`src/rtl/hi_xcorr_ssp_sched.sv`:
```
// rtl/hi_xcorr_ssp_sched.sv - correlator result FIFO and SSP frame serializer
// Packs I/Q (optionally with reader AM bits) into 16-bit words and ships them MSB first.
module hi_xcorr_ssp_sched #(
  parameter int DEPTH = 4
) (
  input  logic       ck_1356meg,
  input  logic       reset,
  input  logic       corr_valid,
  input  logic [7:0] corr_i,
  input  logic [7:0] corr_q,
  input  logic       snoop,
  input  logic       am_bit,
  input  logic [1:0] clk_div,
  input  logic       clr_ovf,
  output logic       ssp_clk,
  output logic       ssp_din,
  output logic       ssp_frame,
  output logic       busy,
  output logic       overflow,
  output logic [7:0] drop_count
);

  localparam int AW = (DEPTH > 1) ? $clog2(DEPTH) : 1;
  localparam int CW = $clog2(DEPTH + 1);

  typedef enum logic [1:0] {S_IDLE, S_LOAD, S_SHIFT, S_GAP} state_t;

  state_t        r_state;
  state_t        w_state_nxt;
  logic          r_am_prev;
  logic          r_pend;
  logic [15:0]   r_pend_word;
  logic [15:0]   r_mem [DEPTH];
  logic [AW-1:0] r_wr_ptr;
  logic [AW-1:0] r_rd_ptr;
  logic [CW-1:0] r_count;
  logic [14:0]   r_sr;
  logic [3:0]    r_bit;
  logic [3:0]    r_cnt;
  logic [1:0]    r_cd;
  logic          r_din;
  logic          r_ovf;
  logic [7:0]    r_drops;

  logic [15:0]   w_word;
  logic          w_pop;
  logic          w_full;
  logic          w_push;
  logic          w_drop;
  logic [3:0]    w_pmax;
  logic          w_bit_end;

  assign w_word    = snoop ? {corr_i[7:1], r_am_prev, corr_q[7:1], am_bit} : {corr_i, corr_q};
  assign w_pop     = (r_state == S_LOAD);
  assign w_full    = (r_count == CW'(DEPTH));
  assign w_push    = r_pend && (!w_full || w_pop);
  assign w_drop    = r_pend && !w_push;
  assign w_pmax    = 4'((5'd2 << r_cd) - 5'd1);
  assign w_bit_end = (r_cnt == w_pmax);

  // One-cycle input register gives the two-edge push-to-LOAD latency.
  always_ff @(posedge ck_1356meg or posedge reset) begin
    if (reset) begin
      r_pend      <= 1'b0;
      r_pend_word <= 16'h0000;
      r_am_prev   <= 1'b0;
    end else begin
      r_pend <= corr_valid;
      if (corr_valid) begin
        r_pend_word <= w_word;
        r_am_prev   <= am_bit;
      end
    end
  end

  always_ff @(posedge ck_1356meg) begin
    if (w_push) r_mem[r_wr_ptr] <= r_pend_word;
  end

  always_ff @(posedge ck_1356meg or posedge reset) begin
    if (reset) begin
      r_wr_ptr <= '0;
      r_rd_ptr <= '0;
      r_count  <= '0;
      r_ovf    <= 1'b0;
      r_drops  <= 8'd0;
    end else begin
      if (w_push) r_wr_ptr <= r_wr_ptr + AW'(1);
      if (w_pop)  r_rd_ptr <= r_rd_ptr + AW'(1);
      r_count <= r_count + CW'(w_push) - CW'(w_pop);
      if (clr_ovf) begin
        r_ovf   <= 1'b0;
        r_drops <= 8'd0;
      end else if (w_drop) begin
        r_ovf <= 1'b1;
        if (r_drops != 8'hFF) r_drops <= r_drops + 8'd1;
      end
    end
  end

  always_ff @(posedge ck_1356meg or posedge reset) begin
    if (reset) r_state <= S_IDLE;
    else       r_state <= w_state_nxt;
  end

  // GAP goes straight to LOAD when more work is queued.
  always_comb begin
    w_state_nxt = r_state;
    case (r_state)
      S_IDLE:  if (r_count != '0) w_state_nxt = S_LOAD;
      S_LOAD:  w_state_nxt = S_SHIFT;
      S_SHIFT: if (w_bit_end && (r_bit == 4'd0)) w_state_nxt = S_GAP;
      S_GAP:   if (w_bit_end) w_state_nxt = (r_count != '0) ? S_LOAD : S_IDLE;
      default: w_state_nxt = S_IDLE;
    endcase
  end

  always_ff @(posedge ck_1356meg or posedge reset) begin
    if (reset) begin
      r_sr  <= 15'h0000;
      r_bit <= 4'd0;
      r_cnt <= 4'd0;
      r_cd  <= 2'd0;
      r_din <= 1'b0;
    end else begin
      case (r_state)
        S_LOAD: begin
          r_din <= r_mem[r_rd_ptr][15];
          r_sr  <= r_mem[r_rd_ptr][14:0];
          r_bit <= 4'd15;
          r_cnt <= 4'd0;
          r_cd  <= clk_div;
        end
        S_SHIFT: begin
          if (w_bit_end) begin
            r_cnt <= 4'd0;
            if (r_bit != 4'd0) begin
              r_bit <= r_bit - 4'd1;
              r_din <= r_sr[14];
              r_sr  <= {r_sr[13:0], 1'b0};
            end
          end else begin
            r_cnt <= r_cnt + 4'd1;
          end
        end
        S_GAP:   r_cnt <= w_bit_end ? 4'd0 : r_cnt + 4'd1;
        default: r_cnt <= 4'd0;
      endcase
    end
  end

  // High half of each bit period is the upper 2^clk_div counts.
  assign ssp_clk    = (r_state == S_SHIFT) && r_cnt[r_cd];
  assign ssp_frame  = (r_state == S_SHIFT) && (r_bit == 4'd15);
  assign ssp_din    = r_din;
  assign busy       = (r_state != S_IDLE) || (r_count != '0);
  assign overflow   = r_ovf;
  assign drop_count = r_drops;

endmodule

```
`config.mk`:
```
export PLATFORM = sky130hd
export DESIGN_NAME = hi_xcorr_ssp_sched
export DESIGN_NICKNAME = d
export VERILOG_FILES = /design/src/rtl/hi_xcorr_ssp_sched.sv
export SDC_FILE = /design/constraint.sdc
export NUM_CORES = 1
export LEC_CHECK = 0
export ABC_CLOCK_PERIOD_IN_PS = 3900
export CORE_MARGIN = 4
export CORE_UTILIZATION = 40
export CTS_CLUSTER_DIAMETER = 120
export DETAILED_ROUTE_END_ITERATION = 10
export PLACE_DENSITY = 0.65
export SYNTH_ARGS = -nofsm -noshare
export SYNTH_HDL_FRONTEND = slang
export SYNTH_SLANG_ARGS = --single-unit
```
`constraint.sdc`:
```
create_clock -name ck_1356meg -period 3.9 [get_ports ck_1356meg]
set_clock_uncertainty 0.2 [all_clocks]
set_input_delay 0.39 -clock ck_1356meg [delete_from_list [all_inputs] [get_ports ck_1356meg]]
set_output_delay 0.39 -clock ck_1356meg [all_outputs]
set_load 0.05 [all_outputs]
```
* After elaboration in Yosys (flattened, before gate mapping)
Memory sizes are Yosys's and may differ from the RTL's.
Index checks and enable logic that the tools add are counted.
** Word-level totals
- Output and inout port bits :: 13
- Input port bits :: 24
- Memories :: 1
- Logic and storage cells :: 84
- Bits in registers :: 62
- RAM bits :: 64
** Operators by class
- Reduce and logical (&&, ||, !) cells :: 21
- Multiplexer cells :: 26
- Shifts and indexed selects :: 1
- Magnitude comparators :: 1
- Equality and inequality tests :: 12
- $add $sub $neg :: 8
** Memory list
- r_mem :: words 4, width 16, rd ports 1, clocked after Yosys merged registers in 0, wr ports 1, RTL line 33 : logic [15:0] r_mem [DEPTH];
** Operator list (number)
- $mux 15 :: 2
- $pmux 15 s2 :: 1
- $mux 8 :: 3
- $mux 4 :: 4
- $ne 2x2->1 const B :: 5
- $mux 9 :: 1
- $add 8x1->8 const B :: 1
- $mux 1 :: 8
- $ne 8x8->1 const B :: 1
- $pmux 2 s4 :: 1
- $pmux 4 s2 :: 1
- $reduce_bool 2->1 :: 4
- $sub 4x1->4 const B :: 2
- $mux 2 :: 3
- $reduce_and 3->1 :: 2
- $logic_and 1x1->1 :: 5
- $add 2x1->2 const B :: 2
- $add 4x1->4 const B :: 1
- $eq 2x2->1 const B :: 2
- $eq 4x4->1 :: 1
- $eq 4x4->1 const B :: 1
- $logic_not 4->1 :: 1
- $reduce_bool 4->1 :: 1
- $shl 2x2->4 const A :: 1
- other kinds (13) :: 15

* Logic depth before layout (Yosys ltp)
- Depth in word-level cells :: 8
- Depth in mapped cells :: 13
- Gate-level depth less buffers :: 12

* Worst setup path after synthesis
Ideal clock, no wire load.
- Path kind :: reg2reg
- Start point :: register r_state[1]
- End point :: register r_count[2]
- Library setup time :: 0.123 ns
- Buffers on the path :: 1
- Arrival time :: 2.389 ns
- Data required time :: 3.577 ns
- Path slack :: 1.189 ns
- Period minus slack after synthesis :: 2.711 ns
- Stages on the path, launching flop included :: 14
- Cells stage by stage :: dfrtp_1 -> inv_1 -> ha_1 -> nor4b_2 -> nor2b_1 -> clkbuf_1 -> inv_1 -> ha_1 -> inv_1 -> ha_1 -> inv_1 -> fa_1 -> xnor2_1 -> xnor2_1
** On the way
- Cells in the longest elaborated chain, start to end :: 5
** RTL lines
- start, declared :: RTL line 28 : state_t r_state;
- start signal, assigned :: RTL line 103 : else r_state <= w_state_nxt;
- $eq 2x1->1 (*) :: RTL line 54 : assign w_pop = (r_state == S_LOAD);
- $logic_or 1x1->1 :: RTL line 56 : assign w_push = r_pend && (!w_full || w_pop);
- $logic_and 1x1->1 :: RTL line 56
- $add 3x1->3 :: RTL line 90 : r_count <= r_count + CW'(w_push) - CW'(w_pop);
- $sub 3x1->3 (*) :: RTL line 90
- end signal, assigned :: RTL line 90
- end, declared :: RTL line 36 : logic [CW-1:0] r_count;
Mark *: on every way between the ends. The rest lies on a longest branch, timed or not.
A chain may end at the register's enable or synchronous reset.

* Worst setup path in the final report
- Start point :: register r_state[0]
- End point :: output ssp_frame
** On the way
- Cells in the longest elaborated chain, start to end :: 2
** RTL lines
- $eq 2x2->1 :: RTL line 154 : assign ssp_frame = (r_state == S_SHIFT) && (r_bit == 4'd15);
- $logic_and 1x1->1 :: RTL line 154
- end, declared :: RTL line 17 : output logic ssp_frame,
No other way between the ends.

==> flow_summary_export.csv <==
group,metric,value,unit
timing,fmax,305.8,MHz
power_and_ir_drop,p_sw,1.554,mW
floorplan,io_pins,37,
timing,period_share,0.8384,
global_route,grtUsageTotal,0.1297,
power_and_ir_drop,p_seq_frac,0.388,
global_route,grt_use_met3,0.04520,
clock_network,hold_buffers,0,
drt,firstDrtPassIters,4,
synth,synth_nets,384,
power_and_ir_drop,combinationalPowerShare,0.313,
global_route,met2_usage,0.2075,
timing,rsz0062_at_grt,"false",
clock_network,clk_pin_slew,0.06,ns
synth,yosysWarnings,0,
final_layout,fin_nets,429,
power_and_ir_drop,max-vdd-ir-drop,0.3339,mV
synth,synth_ff_type,"edfxtp_1",
floorplan,dieWidth,125.2,um
timing,setup-tns-final,0,ns
synth,synth_area_per_cell,15.98,sq um
synth,yosysUniqueCellTypes,48,
synth,synth_seq_cells,126,
drt,drt-initial-drc-count,171,
timing,drv_slew,0,
clock_network,cts_setup_buffers,0,
critical_path,crit_type,"reg2out",
run_status,status,"finished, final reports clean",
final_layout,drive_above_1_share,0.2662,
power_and_ir_drop,clock_power_share,0.299,
power_and_ir_drop,p_leak,2.538,nW
timing,period_needed,3.270,ns
clock_network,clk_path_buf_depth,2,
placement,place_area,6036,sq um
global_route,antenna_found_initial,0,
final_layout,diodes,0,
final_layout,area_delta_synth_final,20.55,%
synth,ys_seq_area_frac,0.6318,
timing,hold_viol_final,0,
synth,synth_top_cells_by_area,"edfxtp_1 (35%), dfrtp_1 (28%), mux2_2 (8.4%), mux4_2 (6.6%), ha_1 (3.4%)",
power_and_ir_drop,power,5.187,mW
clock_network,cts.sinks,126,
synth,synth_top_area_cell,"edfxtp_1",
final_layout,final_cells,578,
placement,gp_congestion,0.7150,
floorplan,core,13350,sq um
final_layout,fillCellCount,1160,
drt,ant_nets,0,
placement,dp_cells,546,
drt,routed_wl,9287,um
final_layout,finalInstanceArea,6628,sq um
floorplan,die_y,125.2,um
global_route,grt_pass1_wl,15790,um
power_and_ir_drop,intPower,3.633,mW
drt,dr_total_vias,2894,
clock_network,ctsResizeCount,0,
drt,routed_via_density,5.007,
drt,drc,0,
timing,hold_slack,0.1648,ns
global_route,globalRoute.totalOverflow,0,
critical_path,end_kind,"output pin",
power_and_ir_drop,power_density,782.6,nW/um^2
global_route,grt_pass1_vias,3109,
floorplan,start_util,0.4119,
synth,syn-cell-area,5498,sq um
placement,dp_hpwl,6043,um
timing,setup_violations,0,
synth,synthCells,344,
synth,synth_edf_count,64,
synth,synth_top_area_frac,0.3496,
timing,worstMarginPinSlew,0.9752,ns
critical_path,path_max_fanout,16,
power_and_ir_drop,netSwitchingFraction,0.2995,
timing,slew_headroom,0.3478,
clock_network,clk_latency,0.41,ns
synth,synthArstFlopShare,0.4921,
global_route,grt.met1_usage,0.1596,
clock_network,cts_tree,"built",
drt,wire_per_inst,16.07,um
critical_path,crit_required,3.31,ns
worst_hold_path,min_path_type,"in2async",
floorplan,die-area,15680,sq um
clock_network,numCtsBuffers,17,
flow_run,max-cap-violations,0,
floorplan,fp-row-count,42,
critical_path,critPathLaunchType,"register",
global_route,grt_busiest_layer,"met2",
global_route,grt_max_degree,27,
clock_network,ctsHtreeMaxLevel,4,
critical_path,crit_arrival,2.68,ns
clock_network,cts_root_buf,"clkbuf_16",
placement,port_buffers,36,
cell families after synthesis:
group           Yosys count  share of synthesized area
flops                   126                     0.6318
fa+ha+maj                16                    0.03778
simple gates             61                    0.06122
xor+xnor                 13                    0.02071
compound gates           26                    0.03755
mux                      71                     0.1862
buf+inv                  31                    0.02481
sequential cells by signal (all words and copies together) (netlist names):
name / count
r_am_prev: 1
r_state: 2
r_sr: 15
r_pend_word: 16
overflow: 1
r_rd_ptr: 2
r_bit: 4
r_count: 3
ssp_din: 1
r_pend: 1
drop_count: 8
r_cd: 2
r_cnt: 4
r_wr_ptr: 2
r_mem: 64
cells in the mapped netlist (2+ instances only):
cell,n
a21oi_1,5
and2_1,5
and4_1,2
buf_1,2
buf_2,4
clkbuf_1,6
dfrtp_1,62
edfxtp_1,64
ha_1,15
inv_1,17
mux2_2,41
mux2_4,9
mux2i_1,4
mux4_2,16
nand2_1,11
nand3_1,5
nor2_1,20
nor3_1,6
nor4b_2,2
o211ai_1,2
o21ai_0,6
o21ai_1,2
or3_1,2
xnor2_1,10
xor2_1,3
metal layers:
layer  part of all wire  wire, um
met1               0.44      4123
met2               0.50      4640
met3              0.038       349
met4              0.019       174
met5                  0         0
placed cells by master (no fill, tap or decap), types with 2 or more instances in the layout:
cell type,Yosys,final
a21oi_1,5,5
or3_1,2,2
mux2_2,41,41
nor2_1,20,20
mux2i_1,4,4
dfrtp_1,62,62
xor2_1,3,3
and4_1,2,2
nand2_1,11,11
bufinv_16,0,2
buf_4,1,4
o211ai_1,2,2
mux2_4,9,9
clkdlybuf4s50_1,0,36
clkinvlp_4,0,2
ha_1,15,15
clkinv_4,0,4
o21ai_1,2,2
inv_1,17,16
nand3_1,5,5
clkinv_1,0,2
xnor2_1,10,10
nor4b_2,2,2
and2_1,5,5
clkbuf_8,0,2
nor3_1,6,6
clkbuf_16,0,17
edfxtp_1,64,64
o21ai_0,6,6
inv_6,0,2
mux4_2,16,16
per-stage QoR:
| step | worst slack, ns | utilization |
|---|---|---|
| finish | 0.6303 | 0.4965 |
| global route | 0.4877 | 0.4965 |
| CTS | 0.5774 | 0.4965 |
| detailed placement | 0.9398 | 0.4522 |
| global placement | 1.091 | 0.4522 |
| floorplan | 1.189 | - |
final timing paths:
kind | startpoint | depth (start not counted) | slack (ns) | to
worst max-delay path | r_state[0] | 4 | 0.63 | ssp_frame
worst min-delay path | reset | 2 | 0.16 | r_cnt[2]
worst max register to register | r_state[1] | 12 | 0.98 | r_count[2]
worst min register to register | r_count[2] | 1 | 0.30 | r_count[2]
max in group asynchronous | reset | 3 | 2.61 | r_pend_word[0]
min in group ck_1356meg | r_count[2] | 1 | 0.30 | r_count[2]
power by group through the flow:
stage | clock network, mW | registers (mW) | logic [mW]
floorplan | 0 | 1.95 | 1.39
global placement | 0 | 2.02 | 1.59
detailed placement | 0 | 2.03 | 1.65
CTS | 1.58 | 2.01 | 1.66
global route | 1.65 | 2.06 | 1.79
finish | 1.55 | 2.01 | 1.62
cell type report:
| cell class | count | area, sq um | area share |
|---|---|---|---|
| Inverter | 17 | 63.81 | 0.009628 |
| Clock buffer | 20 | 456.7 | 0.06891 |
| Sequential cell | 126 | 3473 | 0.5241 |
| Clock inverter | 12 | 135.1 | 0.02039 |
| Timing Repair Buffer | 40 | 390.4 | 0.05890 |
| Multi-Input combinational cell | 187 | 1888 | 0.2849 |
| Tap cell | 176 | 220.2 | 0.03323 |
worst max-delay path: stages, from the launching register on:
cell,delay (ns)
dfrtp_1,0.40
inv_1,0.12
ha_1,0.64
and4_1,0.30
clkdlybuf4s50_1,0.80
Note: power is estimated with default switching activity, not from simulation.
